### src/rtl/cpu_pkg.sv
// Shared CPU definitions: opcode encodings and the fetch-sequencer state enum.
// Pure declarations, no logic; also consumed by debug/trace tooling.
package cpu_pkg;

  localparam int OPCODE_W = 7;

  localparam logic [OPCODE_W-1:0] OP_CLA = 7'd0;
  localparam logic [OPCODE_W-1:0] OP_COM = 7'd1;
  localparam logic [OPCODE_W-1:0] OP_SHR = 7'd2;
  localparam logic [OPCODE_W-1:0] OP_CSL = 7'd3;
  localparam logic [OPCODE_W-1:0] OP_STP = 7'd4;
  localparam logic [OPCODE_W-1:0] OP_ADD = 7'd5;
  localparam logic [OPCODE_W-1:0] OP_STA = 7'd6;
  localparam logic [OPCODE_W-1:0] OP_LDA = 7'd7;
  localparam logic [OPCODE_W-1:0] OP_JMP = 7'd8;
  localparam logic [OPCODE_W-1:0] OP_BAN = 7'd9;

  typedef enum logic [2:0] {
    FS_IDLE,
    FS_FETCH,
    FS_LOAD,
    FS_ISSUE,
    FS_HALT
  } fetch_state_e;

  function automatic logic op_is_legal(input logic [OPCODE_W-1:0] op);
    return op <= OP_BAN;
  endfunction

endpackage

### src/rtl/ins_next_pc.sv
// Next-PC select for a retiring instruction: increment, jump, taken/untaken BAN, or hold on STP.
// Purely combinational, zero latency; no flow control.
module ins_next_pc
  import cpu_pkg::*;
#(
  parameter int ADDR_W = 8
) (
  input  logic [ADDR_W-1:0]   pc_i,
  input  logic [OPCODE_W-1:0] opcode_i,
  input  logic [ADDR_W-1:0]   operand_i,
  input  logic                acc_neg_i,
  output logic [ADDR_W-1:0]   next_pc_o
);

  always_comb begin
    // Wraps modulo 2^ADDR_W; illegal opcodes fall through to the increment.
    next_pc_o = pc_i + ADDR_W'(1);
    case (opcode_i)
      OP_STP: next_pc_o = pc_i;
      OP_JMP: next_pc_o = operand_i;
      OP_BAN: if (acc_neg_i) next_pc_o = operand_i;
      default: ;
    endcase
  end

endmodule

### src/rtl/ins_fetch.sv
// Fetch/sequencer: reads imem (1-cycle latency), holds the word in IR and issues it to control.
// 3 cycles start-to-issue; stalls in ISSUE until ex_done, so throughput is at most 1 instr per 3 cycles.
module ins_fetch
  import cpu_pkg::*;
#(
  parameter int                ADDR_W     = 8,
  parameter logic [ADDR_W-1:0] START_ADDR = '0,
  parameter int                INS_W      = OPCODE_W + ADDR_W
) (
  input  logic                clk,
  input  logic                rst,
  input  logic                start,
  output logic [ADDR_W-1:0]   imem_addr,
  output logic                imem_rd,
  input  logic [INS_W-1:0]    imem_rdata,
  input  logic                acc_neg,
  input  logic                ex_done,
  output logic [OPCODE_W-1:0] ins,
  output logic [ADDR_W-1:0]   ins_operand,
  output logic                ins_valid,
  output logic [ADDR_W-1:0]   pc,
  output logic                halted,
  output logic                illegal
);

  fetch_state_e        state_q, state_d;
  logic [ADDR_W-1:0]   pc_q, pc_d;
  logic [INS_W-1:0]    ir_q, ir_d;
  logic                halted_q, halted_d;
  logic                illegal_q, illegal_d;
  logic [ADDR_W-1:0]   next_pc;
  logic [OPCODE_W-1:0] ir_op;
  logic [OPCODE_W-1:0] rdata_op;

  assign ir_op    = ir_q[INS_W-1:ADDR_W];
  assign rdata_op = imem_rdata[INS_W-1:ADDR_W];

  ins_next_pc #(
    .ADDR_W (ADDR_W)
  ) u_next_pc (
    .pc_i      (pc_q),
    .opcode_i  (ir_op),
    .operand_i (ir_q[ADDR_W-1:0]),
    .acc_neg_i (acc_neg),
    .next_pc_o (next_pc)
  );

  always_ff @(posedge clk or posedge rst) begin
    if (rst) begin
      state_q   <= FS_IDLE;
      pc_q      <= START_ADDR;
      ir_q      <= '0;
      halted_q  <= 1'b0;
      illegal_q <= 1'b0;
    end else begin
      state_q   <= state_d;
      pc_q      <= pc_d;
      ir_q      <= ir_d;
      halted_q  <= halted_d;
      illegal_q <= illegal_d;
    end
  end

  always_comb begin
    state_d   = state_q;
    pc_d      = pc_q;
    ir_d      = ir_q;
    halted_d  = halted_q;
    illegal_d = illegal_q;
    case (state_q)
      FS_IDLE: begin
        if (start) begin
          pc_d    = START_ADDR;
          state_d = FS_FETCH;
        end
      end
      FS_FETCH: state_d = FS_LOAD;
      FS_LOAD: begin
        ir_d = imem_rdata;
        if (!op_is_legal(rdata_op)) illegal_d = 1'b1;
        state_d = FS_ISSUE;
      end
      FS_ISSUE: begin
        if (ex_done) begin
          pc_d = next_pc;
          if (ir_op == OP_STP) begin
            halted_d = 1'b1;
            state_d  = FS_HALT;
          end else begin
            state_d = FS_FETCH;
          end
        end
      end
      FS_HALT: begin
        // Restart keeps the sticky illegal flag so software can still inspect it.
        if (start) begin
          halted_d = 1'b0;
          pc_d     = START_ADDR;
          state_d  = FS_FETCH;
        end
      end
      default: state_d = FS_IDLE;
    endcase
  end

  assign imem_rd     = (state_q == FS_FETCH);
  assign imem_addr   = pc_q;
  assign ins         = ir_op;
  assign ins_operand = ir_q[ADDR_W-1:0];
  assign ins_valid   = (state_q == FS_ISSUE);
  assign pc          = pc_q;
  assign halted      = halted_q;
  assign illegal     = illegal_q;

endmodule

### config.mk
export PLATFORM = sky130hd
export DESIGN_NAME = ins_fetch
export DESIGN_NICKNAME = d
export VERILOG_FILES = /design/src/rtl/cpu_pkg.sv /design/src/rtl/ins_next_pc.sv /design/src/rtl/ins_fetch.sv
export SDC_FILE = /design/constraint.sdc
export NUM_CORES = 1
export LEC_CHECK = 0
export CAP_MARGIN = 30
export CORE_UTILIZATION = 43
export CTS_BUF_LIST = sky130_fd_sc_hd__clkbuf_16
export DETAILED_ROUTE_END_ITERATION = 16
export PLACE_DENSITY = 0.79
export SLEW_MARGIN = 20
export SYNTH_ARGS = -nofsm -noshare
export SYNTH_HDL_FRONTEND = slang
export SYNTH_SLANG_ARGS = --single-unit
### constraint.sdc
create_clock -name clk -period 2.2 [get_ports clk]
set_clock_uncertainty 0.15 [all_clocks]
set_input_delay 0.22 -clock clk [delete_from_list [all_inputs] [get_ports clk]]
set_output_delay 0.22 -clock clk [all_outputs]
set_load 0.01 [all_outputs]
==> metrics.log <==
[metrics] Register-to-Register Setup Slack: approximately 190 ps
[metrics] Hold Worst Slack: around 170 ps
[metrics] Die Footprint: 0.00360 mm²
[metrics] run status: finished clean
[metrics] portion of total power attributed to the clock network: 0.140
[metrics] final number of setup-violating endpoints: 0
[metrics] Storage cell area: approximately 700 µm²
[metrics] endpoint arrival time on the critical path: around 2000 ps
[metrics] CTS tree: done
[metrics] number of flops mapped to enable cells by yosys: 0
[metrics] count of port buffers added during placement: between 50 and 60
[metrics] relative slew slack: 0.715
[metrics] Synth area leader: dfrtp_1
[metrics] core utilization of the finished layout: 0.660
[metrics] total power divided by cell area: 1360 mW/mm²
[metrics] total nets after synthesis: around 150
[metrics] netlist area before placement: 0.00145 mm²
[metrics] count of buffering cells on the critical path with inverters included: 0
[metrics] vertical die dimension: between 50 and 60 µm
[metrics] final routed wire length divided by cell count: between 10 and 15 µm
[metrics] Final Hold Violating Endpoints: 0
[metrics] RePlAce Congestion: approximately 0.84
[metrics] maximum operating frequency: a little under 0.5 GHz
[metrics] DR iter-0 viols: 69
[metrics] Worst-Margin Slew: between 400 and 500 ps
[metrics] antenna-violating nets left: 0
[metrics] unrepaired setup endpoints after global routing: no
[metrics] Synth async-reset ratio: 1.00
[metrics] Int Power: between 1.5 and 2 mW
[metrics] remaining global-route overflow: 0
[metrics] number of fill cells in the layout: 241
[metrics] total of cells resized after clock tree synthesis: 0
[metrics] required time of the critical path: ~2200 ps
[metrics] Commonest cells post-synth: dfrtp_1 (28), nand2_1 (12), mux2_2 (11), nor2_1 (9), buf_4 (8)
[metrics] shortest period the worst path allows: a little over 2000 ps
[metrics] part of the total power dissipated in combinational logic: 0.497
[metrics] Leakage Power: roughly 0.83 nW
[metrics] Multi-input gate area: approximately 650 µm²
[metrics] clock-pin slew on the worst setup and hold paths: roughly 60 ps
[metrics] final antenna diode count: 0
[metrics] aggregate global-route resource usage: 0.207
[metrics] number of antenna violations at the first check in global routing: 0
[metrics] Worst Setup Path Type: flop to flop
[metrics] beginning of the worst register-to-register path: ir_q[9]
[metrics] switching part of the total: 0.351
[metrics] length of the first detailed-routing pass in iterations: 4
[metrics] H-Tree Depth: 1
[metrics] peak ir drop on the vdd network: 0.000616 V
[metrics] number of library cell types mapped by synthesis: 34
[metrics] largest cells by area after synthesis: dfrtp_1 (48%), mux2_2 (8.6%), a22o_1 (4.2%), buf_4 (4.2%), mux2_1 (3.9%)
[metrics] mean number of vias per cell: between 5 and 6
[metrics] Non-Filler Cell Area, Final: 0.00206 mm²
[metrics] Design Power: approximately 2.8 mW
[metrics] cells after synthesis: roughly 130
[metrics] worst min-delay path class: primary input to async pin
[metrics] kind of cell adding the most delay to the critical path: simple AND/OR/NAND/NOR gates
[metrics] TritonCTS sink count: 28
[metrics] ratio of cells with drive above 1 in the final layout: 0.137
[metrics] pins over their slew limit: 0
[metrics] Ports: 55
[metrics] cell at the slowest stage of the critical path: dfrtp_1
[metrics] Die W: about 60 µm
[metrics] per-instance average area after synthesis: approximately 11 µm²
[metrics] hold bufs inserted after CTS: 0
[metrics] maximum single-stage delay on the critical path: approximately 420 ps
[metrics] net total in the final layout: between 200 and 250
[metrics] Clock Path Buffers: 2
[metrics] power share of the sequential group: 0.363
[metrics] wirelength, routed: between 3 and 4 mm
[metrics] warnings from Yosys: 0
[metrics] biggest fanout along the worst timing path: 10
[metrics] kind of launch point of the worst setup path: flop
[metrics] routed via count: roughly 1200
[metrics] total placed instance area: between 0.0015 and 0.002 mm²
[metrics] final sum of negative setup slack: 0 ps
[metrics] most numerous cell in the Yosys netlist: dfrtp_1
[metrics] count of max-cap constraint violations: 0
[metrics] filler-free cell count of the finished design: 227
[metrics] latest clock arrival within the worst-skew pair: about 250 ps
[metrics] top-area cell type share of the netlist area: 0.485
[metrics] start point of the critical path: ir_q[9]
[metrics] type of destination of the critical path: flop
[metrics] Post-DP HPWL: between 2 and 3 mm
[metrics] Layout area overhead: 42.8%
[metrics] starting density of the core: 0.462
[metrics] number of buffers inserted by post-CTS setup repair: 0
[metrics] clock root buffer: clkbuf_16
[metrics] # rows: 20
[metrics] cts bufs inserted: 3
[metrics] vias in the first global route: 1085
[metrics] depth of the worst register-to-register path: 5
[metrics] post-synthesis sequential element count: 28
[metrics] flip-flop cell with the highest count after synthesis: dfrtp_1
[metrics] floorplan core area: roughly 0.0031 mm²
[metrics] global-route wire length before repair: ~5.5 mm
[metrics] RR Endpoint: imem_addr[0]
[metrics] register area share after synthesis: 0.485
[metrics] maximum number of pins on one net before global-route repair: 29
[metrics] final cycle utilization of the critical path: 0.915
[metrics] DRC violation count after routing: 0
[metrics] total net switching power: just under 1 mW
[metrics] Placement Setup Slack: 84.9 ps
[metrics] Inst Count DP: around 220
[metrics] Critical Path, Cell by Cell: nor4_4 -> and4_2 -> mux2i_1 -> nor2_1 -> mux2_1
[metrics] setup slack of the critical path after layout: about 190 ps
[worst max-delay path by stage]
stage	end	slack (ps)	cells past startpoint
after floorplan	imem_addr[0]	320	6
after global placement	imem_addr[0]	170	6
after detailed placement	imem_addr[0]	80	6
after CTS	imem_addr[0]	90	5
after global routing	imem_addr[0]	80	5
final	imem_addr[0]	190	5
[power by group through the flow]
stage	sequential, mW	clock, mW	combinational, mW
4_1_cts	1.02	0.404	1.41
2_1_floorplan	1.06	0	0.679
5_1_grt	1.07	0.423	1.52
6_report	1.02	0.395	1.40
3_5_place_dp	1.03	0	1.41
3_3_place_gp	1.02	0	1.38
[placed cells by master, fill, tap and decap left out, types with 2 or more instances in the layout]
cell type / Yosys / routed
and3_1: 4 / 4
dfrtp_1: 28 / 28
a22o_1: 7 / 7
nand3b_1: 2 / 2
o21ai_1: 5 / 5
mux2_1: 5 / 5
clkbuf_16: 0 / 3
clkdlybuf4s50_1: 0 / 54
nand2_1: 12 / 12
o31ai_1: 3 / 3
nor3b_1: 2 / 2
nor3_1: 3 / 3
buf_4: 8 / 3
nor2_1: 9 / 9
inv_1: 5 / 5
o41ai_1: 2 / 2
o21ai_0: 4 / 4
nand3_1: 2 / 2
mux2i_1: 2 / 2
nor2_2: 2 / 2
nand2b_1: 3 / 3
mux2_2: 11 / 11
[kinds of logic (layout without fill, tap and decap cells)]
family	after synthesis	count (layout)	share of synthesized area
simple gates	45	45	0.177
mux	18	18	0.139
compound gates	26	26	0.126
buf+inv	15	65	0.0658
flops	28	28	0.485
fa+ha+maj	1	1	0.00866
[tightest hold or removal path, delay by kind of cell]
kind     cells  cell delay [ps]
buf+inv      3              750
[state kept, by name (all words and copies together), names as in the netlist]
| register | count |
|---|---|
| ir_q | 15 |
| imem_addr | 8 |
| illegal | 1 |
| state_q | 3 |
| halted | 1 |
[area by class of cell]
cell class                      instances  area share
Sequential cell                        28       0.340
Multi-Input combinational cell         90       0.315
Timing Repair Buffer                   57       0.273
Clock buffer                            3      0.0364
Tap cell                               44      0.0267
Inverter                                5     0.00910
[metal layers]
layer  vias to the layer above  GRT usage  wire length, µm
li1                        574          -                -
met1                       569      0.314             1530
met2                        33      0.316             1580
met3                         2     0.0260              108
met4                         0     0.0432               24
met5                         -          0                0
Power figures use the tool's default switching activity.
